`config.mk`:
```
export PLATFORM = sky130hd
export DESIGN_NAME = soml_input_loader
export DESIGN_NICKNAME = d
export VERILOG_FILES = /design/src/rtl/soml_pkg.sv /design/src/rtl/soml_frame_bank.sv /design/src/rtl/soml_input_loader.sv
export SDC_FILE = /design/constraint.sdc
export NUM_CORES = 2
export LEC_CHECK = 0
export CORE_UTILIZATION = 36
export DETAILED_ROUTE_END_ITERATION = 12
export DONT_BUFFER_PORTS = 1
export HOLD_SLACK_MARGIN = 0.02
export PLACE_DENSITY = 0.56
export SLEW_MARGIN = 40
export SYNTH_ARGS = -nofsm -noshare
export SYNTH_HDL_FRONTEND = slang
export SYNTH_HIERARCHICAL = 1
export SYNTH_SLANG_ARGS = --single-unit
```
`constraint.sdc`:
```
create_clock -name clk -period 16.6 [get_ports clk]
set_input_delay 3.32 -clock clk [delete_from_list [all_inputs] [get_ports clk]]
set_output_delay 3.32 -clock clk [all_outputs]
set_load 0.01 [all_outputs]
```
`src/rtl/soml_pkg.sv`:
```
// Shared constants and types for the SOML input loader and its frame bank.
// The loader's optional protocol checker is enabled with SOML_LOADER_ERR_EN.
package soml_pkg;

  localparam int SOML_N    = 32;
  localparam int SOML_ROWS = 4;
  localparam int SOML_COLS = 4;
  localparam int SOML_YLEN = 8;
  localparam int SOML_HLEN = SOML_ROWS * SOML_COLS;

  typedef struct packed {
    logic signed [SOML_N-1:0] re;
    logic signed [SOML_N-1:0] im;
  } cplx_t;

  typedef enum logic {
    LD_IDLE = 1'b0,
    LD_LOAD = 1'b1
  } ld_state_t;

endpackage : soml_pkg

```
`src/rtl/soml_frame_bank.sv`:
```
// One frame of storage: H (row-major, flat index) and Y, each split into real/imag.
// Single-entry write per stream per cycle, combinational random-access read.
module soml_frame_bank
  import soml_pkg::*;
#(
  parameter int N    = SOML_N,
  parameter int HLEN = SOML_HLEN,
  parameter int YLEN = SOML_YLEN,
  parameter int HAW  = $clog2(HLEN),
  parameter int YAW  = $clog2(YLEN)
) (
  input  logic                clk,
  input  logic                rst,
  input  logic                h_we,
  input  logic [HAW-1:0]      h_waddr,
  input  logic signed [N-1:0] h_wr,
  input  logic signed [N-1:0] h_wi,
  input  logic                y_we,
  input  logic [YAW-1:0]      y_waddr,
  input  logic signed [N-1:0] y_wr,
  input  logic signed [N-1:0] y_wi,
  input  logic [HAW-1:0]      h_raddr,
  input  logic [YAW-1:0]      y_raddr,
  output logic signed [N-1:0] h_rr,
  output logic signed [N-1:0] h_ri,
  output logic signed [N-1:0] y_rr,
  output logic signed [N-1:0] y_ri
);

  logic signed [N-1:0] h_re_mem [HLEN];
  logic signed [N-1:0] h_im_mem [HLEN];
  logic signed [N-1:0] y_re_mem [YLEN];
  logic signed [N-1:0] y_im_mem [YLEN];

  // Storage must read back as zero after reset, so each entry is a plain register.
  generate
    for (genvar gi = 0; gi < HLEN; gi++) begin : g_h
      always_ff @(posedge clk) begin
        if (rst) begin
          h_re_mem[gi] <= '0;
          h_im_mem[gi] <= '0;
        end else if (h_we && (h_waddr == HAW'(gi))) begin
          h_re_mem[gi] <= h_wr;
          h_im_mem[gi] <= h_wi;
        end
      end
    end

    for (genvar gi = 0; gi < YLEN; gi++) begin : g_y
      always_ff @(posedge clk) begin
        if (rst) begin
          y_re_mem[gi] <= '0;
          y_im_mem[gi] <= '0;
        end else if (y_we && (y_waddr == YAW'(gi))) begin
          y_re_mem[gi] <= y_wr;
          y_im_mem[gi] <= y_wi;
        end
      end
    end
  endgenerate

  assign h_rr = h_re_mem[h_raddr];
  assign h_ri = h_im_mem[h_raddr];
  assign y_rr = y_re_mem[y_raddr];
  assign y_ri = y_im_mem[y_raddr];

endmodule : soml_frame_bank

```
`src/rtl/soml_input_loader.sv`:
```
// Ping-pong frame loader: captures H (ROWS x COLS) and Y (YLEN) streams into the write
// bank and hands complete frames to the decoder. Optional checker: SOML_LOADER_ERR_EN.
module soml_input_loader
  import soml_pkg::*;
#(
  parameter int N    = SOML_N,
  parameter int ROWS = SOML_ROWS,
  parameter int COLS = SOML_COLS,
  parameter int YLEN = SOML_YLEN
) (
  input  logic                        clk,
  input  logic                        rst,
  input  logic                        start,
  input  logic                        H_in_valid,
  input  logic signed [N-1:0]         H_in_r,
  input  logic signed [N-1:0]         H_in_i,
  input  logic                        Y_in_valid,
  input  logic signed [N-1:0]         Y_in_r,
  input  logic signed [N-1:0]         Y_in_i,
  output logic                        loading,
  output logic                        frame_valid,
  input  logic                        frame_ready,
  input  logic [$clog2(ROWS)-1:0]     h_rd_row,
  input  logic [$clog2(COLS)-1:0]     h_rd_col,
  output logic signed [N-1:0]         h_rd_r,
  output logic signed [N-1:0]         h_rd_i,
  input  logic [$clog2(YLEN)-1:0]     y_rd_addr,
  output logic signed [N-1:0]         y_rd_r,
  output logic signed [N-1:0]         y_rd_i,
  output logic                        err
);

  localparam int HLEN = ROWS * COLS;
  localparam int HCW  = $clog2(HLEN + 1);
  localparam int YCW  = $clog2(YLEN + 1);
  localparam int HAW  = $clog2(HLEN);
  localparam int YAW  = $clog2(YLEN);

  ld_state_t        state_reg;
  logic [HCW-1:0]   h_cnt_reg;
  logic [YCW-1:0]   y_cnt_reg;
  logic [1:0]       full_reg;
  logic             wr_bank_reg;
  logic             rd_bank_reg;

  logic             in_load;
  logic             start_ok;
  logic             restart;
  logic             h_cap;
  logic             y_cap;
  logic [HCW-1:0]   h_cnt_next;
  logic [YCW-1:0]   y_cnt_next;
  logic             frame_done;
  logic             release_rd;
  logic [1:0]       full_next;
  logic [HAW-1:0]   h_raddr;

  assign in_load  = (state_reg == LD_LOAD);
  assign start_ok = start && !in_load && !full_reg[wr_bank_reg];
  assign restart  = start && in_load;

  // A restart cycle discards the partial frame, including any beat presented with it.
  assign h_cap = in_load && !start && H_in_valid && (h_cnt_reg != HCW'(HLEN));
  assign y_cap = in_load && !start && Y_in_valid && (y_cnt_reg != YCW'(YLEN));

  assign h_cnt_next = h_cnt_reg + HCW'(h_cap);
  assign y_cnt_next = y_cnt_reg + YCW'(y_cap);
  assign frame_done = in_load && !start
                   && (h_cnt_next == HCW'(HLEN)) && (y_cnt_next == YCW'(YLEN));

  assign release_rd = full_reg[rd_bank_reg] && frame_ready;

  // Completion and release always target different banks: the write bank is never full.
  always_comb begin
    full_next = full_reg;
    if (release_rd) full_next[rd_bank_reg] = 1'b0;
    if (frame_done) full_next[wr_bank_reg] = 1'b1;
  end

  always_ff @(posedge clk) begin
    if (rst) begin
      state_reg   <= LD_IDLE;
      h_cnt_reg   <= '0;
      y_cnt_reg   <= '0;
      full_reg    <= '0;
      wr_bank_reg <= 1'b0;
      rd_bank_reg <= 1'b0;
    end else begin
      full_reg <= full_next;
      if (release_rd) rd_bank_reg <= ~rd_bank_reg;

      case (state_reg)
        LD_IDLE: begin
          if (start_ok) begin
            state_reg <= LD_LOAD;
            h_cnt_reg <= '0;
            y_cnt_reg <= '0;
          end
        end
        LD_LOAD: begin
          if (restart) begin
            h_cnt_reg <= '0;
            y_cnt_reg <= '0;
          end else if (frame_done) begin
            state_reg   <= LD_IDLE;
            h_cnt_reg   <= '0;
            y_cnt_reg   <= '0;
            wr_bank_reg <= ~wr_bank_reg;
          end else begin
            h_cnt_reg <= h_cnt_next;
            y_cnt_reg <= y_cnt_next;
          end
        end
        default: state_reg <= LD_IDLE;
      endcase
    end
  end

  assign loading     = in_load;
  assign frame_valid = full_reg[rd_bank_reg];

  assign h_raddr = HAW'(h_rd_row) * HAW'(COLS) + HAW'(h_rd_col);

  logic signed [N-1:0] bank_h_rr [2];
  logic signed [N-1:0] bank_h_ri [2];
  logic signed [N-1:0] bank_y_rr [2];
  logic signed [N-1:0] bank_y_ri [2];

  generate
    for (genvar gi = 0; gi < 2; gi++) begin : g_bank
      soml_frame_bank #(
        .N    (N),
        .HLEN (HLEN),
        .YLEN (YLEN),
        .HAW  (HAW),
        .YAW  (YAW)
      ) u_bank (
        .clk     (clk),
        .rst     (rst),
        .h_we    (h_cap && (wr_bank_reg == 1'(gi))),
        .h_waddr (h_cnt_reg[HAW-1:0]),
        .h_wr    (H_in_r),
        .h_wi    (H_in_i),
        .y_we    (y_cap && (wr_bank_reg == 1'(gi))),
        .y_waddr (y_cnt_reg[YAW-1:0]),
        .y_wr    (Y_in_r),
        .y_wi    (Y_in_i),
        .h_raddr (h_raddr),
        .y_raddr (y_rd_addr),
        .h_rr    (bank_h_rr[gi]),
        .h_ri    (bank_h_ri[gi]),
        .y_rr    (bank_y_rr[gi]),
        .y_ri    (bank_y_ri[gi])
      );
    end
  endgenerate

  assign h_rd_r = bank_h_rr[rd_bank_reg];
  assign h_rd_i = bank_h_ri[rd_bank_reg];
  assign y_rd_r = bank_y_rr[rd_bank_reg];
  assign y_rd_i = bank_y_ri[rd_bank_reg];

`ifdef SOML_LOADER_ERR_EN
  logic err_reg;
  logic err_event;

  assign err_event = (start && !in_load && full_reg[wr_bank_reg])
                  || restart
                  || (H_in_valid && !h_cap)
                  || (Y_in_valid && !y_cap);

  always_ff @(posedge clk) begin
    if (rst) err_reg <= 1'b0;
    else if (err_event) err_reg <= 1'b1;
  end

  assign err = err_reg;
`else
  assign err = 1'b0;
`endif

endmodule : soml_input_loader

```
==> metrics.md <==
| Metric | Value |
|---|---|
| Status | completed |
| Final core utilization | 40.9% |
| Worst setup margin | 6.26 ns |
| Width of the die | 622 um |
| Initial core utilization | 36.2% |
| Drt total wl | 446,000 um |
| Slew HR | 33.4% |
| Crit-path most repeated cell | buf_16 |
| Port-buffer cells | 0 |
| CTS resizes | 0 |
| DP Cell Count | 13,000 |
| HP Class | flop to flop |
| Critical path required time | 13.28 ns |
| Syn_area_per_cell | 16.4 um^2 |
| RSZ-0062 raised after global routing | false |
| Largest registers | g_bank.u_bank/h_im_mem: 1024 flops, g_bank.u_bank/h_re_mem: 1024 flops |
| Min Hold Slack | 0.504 ns |
| Most frequent cells in the layout | and2_1, edfxtp_1, mux4_2 |
| Final Setup Violations | 0 |
| Cell breakdown of the critical path | buf_16, buf_16, buf_16, buf_16, mux4_2, a22oi_1, nand2_1, mux2_2 |
| Ys flop type | edfxtp_1 |
| Clock Tree Buf Depth | 4 |
| CP max stage delay | 0.61 ns |
| GP Congestion | 0.767 |
| Worst-Skew Late Latency | 0.95 ns |
| Fmax | 0.0967 GHz |
| Synthesized flop and latch total | 3,086 |
| GRT Util Overall | 22.6% |
| H-tree depth | 5 |
| Pwr/cell area | 111 nW/um^2 |
| Initial antenna violation count | 47 |
| Commonest non-fill, non-tap cell in the layout | and2_1 |
| TritonCTS clock tree | done |
| CP arrival | 7.02 ns |
| Netlist cell types | 48 |
| Leakage | 53.7 nW |
| DP HPWL | 226,000 um |
| Layout Skew | 0.0665 ns |
| Mapped Cells | 8,466 |
| Final min period | 10.34 ns |
| Fin nets | 8,503 |
| Post-CTS Setup Bufs | 0 |
| Setup TNS | 0 ns |
| Register area share after synthesis | 66.8% |
| Hold Fails Final Rpt | 0 |
| Crit path max fanout | 96 |
| IO Pins | 272 |
| CTS Buf Count | 347 |
| Rows | 227 |
| Share of layout cells above drive strength 1 | 21.1% |
| Synthesized area | 139,000 um^2 |
| Post-DRT Antenna Nets | 0 |
| CTS clk-pin slew, worst paths | 0.05 ns |
| DR vias | 77,000 |
| Global-route wire length before repair | 618,000 um |
| Ys async rst share | 0% |
| Synth Net Count | 8,611 |
| Yosys warnings | 6 |
| Length of routed met2 wiring | 214,000 um |
| Endpoint type of the worst setup path | output pin |
| Max-capacitance violation count | 0 |
| Die Height | 622 um |
| Final Non-Filler Cells | 13,700 |
| Max-slew violations | 0 |
| Critical Path Source Type | input pin |
| Critical path's slowest cell | mux4_2 |
| Met1 WL | 170,000 um |
| Post-route DRC | 0 |
| Root Buffer | clkbuf_16 |
| CTS sink cnt | 3,086 |
| Measured slew at the worst slew-check pin | 0.999 ns |
| Critical path type | input pin to output pin |
| EDFF count, synth | 3,072 |
| Peak VDD IR | 0.0807 mV |
| Remaining global-route overflow | 0 |
| Fraction of the cycle the final worst path needs | 62.3% |
| First-pass DRT Iterations | 6 |
| Crit path buf inv count | 4 |
| DP Worst Slack | 7.77 ns |
| Post-CTS Hold Fix Bufs | 0 |
| DR iter-0 viols | 9,475 |
| DR top layer | met5 |
| Area grow syn2layout | 13.0% |
| Core box area | 383,000 um^2 |
| Vias in the first global route | 77,900 |
| CP delay by family, top | buffers and inverters |
| Met3 routed WL | 44,900 um |
| Routed len/inst | 32.6 um |
| Vias per inst | 5.62 |
| Largest net degree at the start of global routing | 513 |
| Die area | 387,000 um^2 |
-- path summary, 6_finish.rpt --
check              startpoint                          endpoint  slack (ns)  cells after the start
hold / removal    full_reg[1]                       full_reg[1]        0.50                      2
setup / recovery  h_rd_col[0]                        h_rd_r[26]        6.26                      8
hold reg to reg   full_reg[1]                       full_reg[1]        0.50                      2
setup reg to reg      loading  g_bank[0].u_bank/h_re_mem[2][10]       11.63                      9
-- layout make-up --
type                    count  area (um^2)
diodes                     16         40.0
clock buffers             426         9060
clock inverters           203         1730
fillers                 34100       226000
inverters                   3         16.3
multi-input cells        4698        44000
flip-flops and latches   3086        92500
well taps                5038         6300
repair buffers            222         2770
-- power by group --
part	switching [mW]	internal, mW
clock network	3.22	4.18
registers	0.0868	8.89
logic	0.644	0.414
-- cells by family after synthesis --
logic type / Yosys count / share of synthesized area (%)
DFF: 3086 / 66.8
other: 1 / 0.00271
adders and majority gates: 4 / 0.0361
buffers and inverters: 682 / 2.05
muxes: 1028 / 14.6
AOI/OAI and AO/OA: 315 / 1.63
and+or+nand+nor: 3346 / 14.9
xor gates and xnor gates: 4 / 0.0253
-- synthesized netlist by cell type, types with 4 or more instances --
| cell type | instances | area share, % |
|---|---|---|
| edfxtp_1 | 3072 | 67 |
| buf_4 | 22 | 0.12 |
| nand3_1 | 8 | 0.029 |
| mux4_2 | 768 | 12 |
| clkbuf_1 | 465 | 1.3 |
| nor2b_1 | 7 | 0.032 |
| ha_1 | 4 | 0.036 |
| nand4bb_1 | 4 | 0.033 |
| mux2_2 | 257 | 2.1 |
| nor2_4 | 8 | 0.065 |
| nand2b_1 | 13 | 0.059 |
| clkbuf_2 | 82 | 0.30 |
| o31ai_1 | 4 | 0.022 |
| nand2_1 | 147 | 0.40 |
| nor2_1 | 40 | 0.11 |
| nand3b_1 | 13 | 0.070 |
| buf_2 | 73 | 0.26 |
| buf_1 | 37 | 0.10 |
| and2_1 | 3076 | 14 |
| o21ai_0 | 37 | 0.13 |
| a22oi_1 | 261 | 1.4 |
| a21oi_1 | 5 | 0.018 |
| nor2_2 | 6 | 0.027 |
| dfxtp_1 | 14 | 0.20 |
-- worst reg2reg max path, delay by kind of cell, from the launching register on --
kind                   cells  cell delay [ns]
AOI/OAI and AO/OA          1             0.21
buffers and inverters      2             1.21
DFF                        1             0.71
and+or+nand+nor            6             2.34
-- routing by layer --
layer | GRT usage, % | vias up
li1 | - | 31400
met1 | 29.0 | 40900
met2 | 37.3 | 3901
met3 | 5.41 | 826
met4 | 7.72 | 2
met5 | 0 | -
-- through the flow --
| stage | total power, mW | instance area (um^2) |
|---|---|---|
| floorplan | 9.85 | 139000 |
| global placement | 10.1 | 144000 |
| detailed placement | 10.1 | 145000 |
| CTS | 17.5 | 156000 |
| global route | 17.9 | 156000 |
| finish | 17.4 | 156000 |
(Power assumes the default switching activity.)
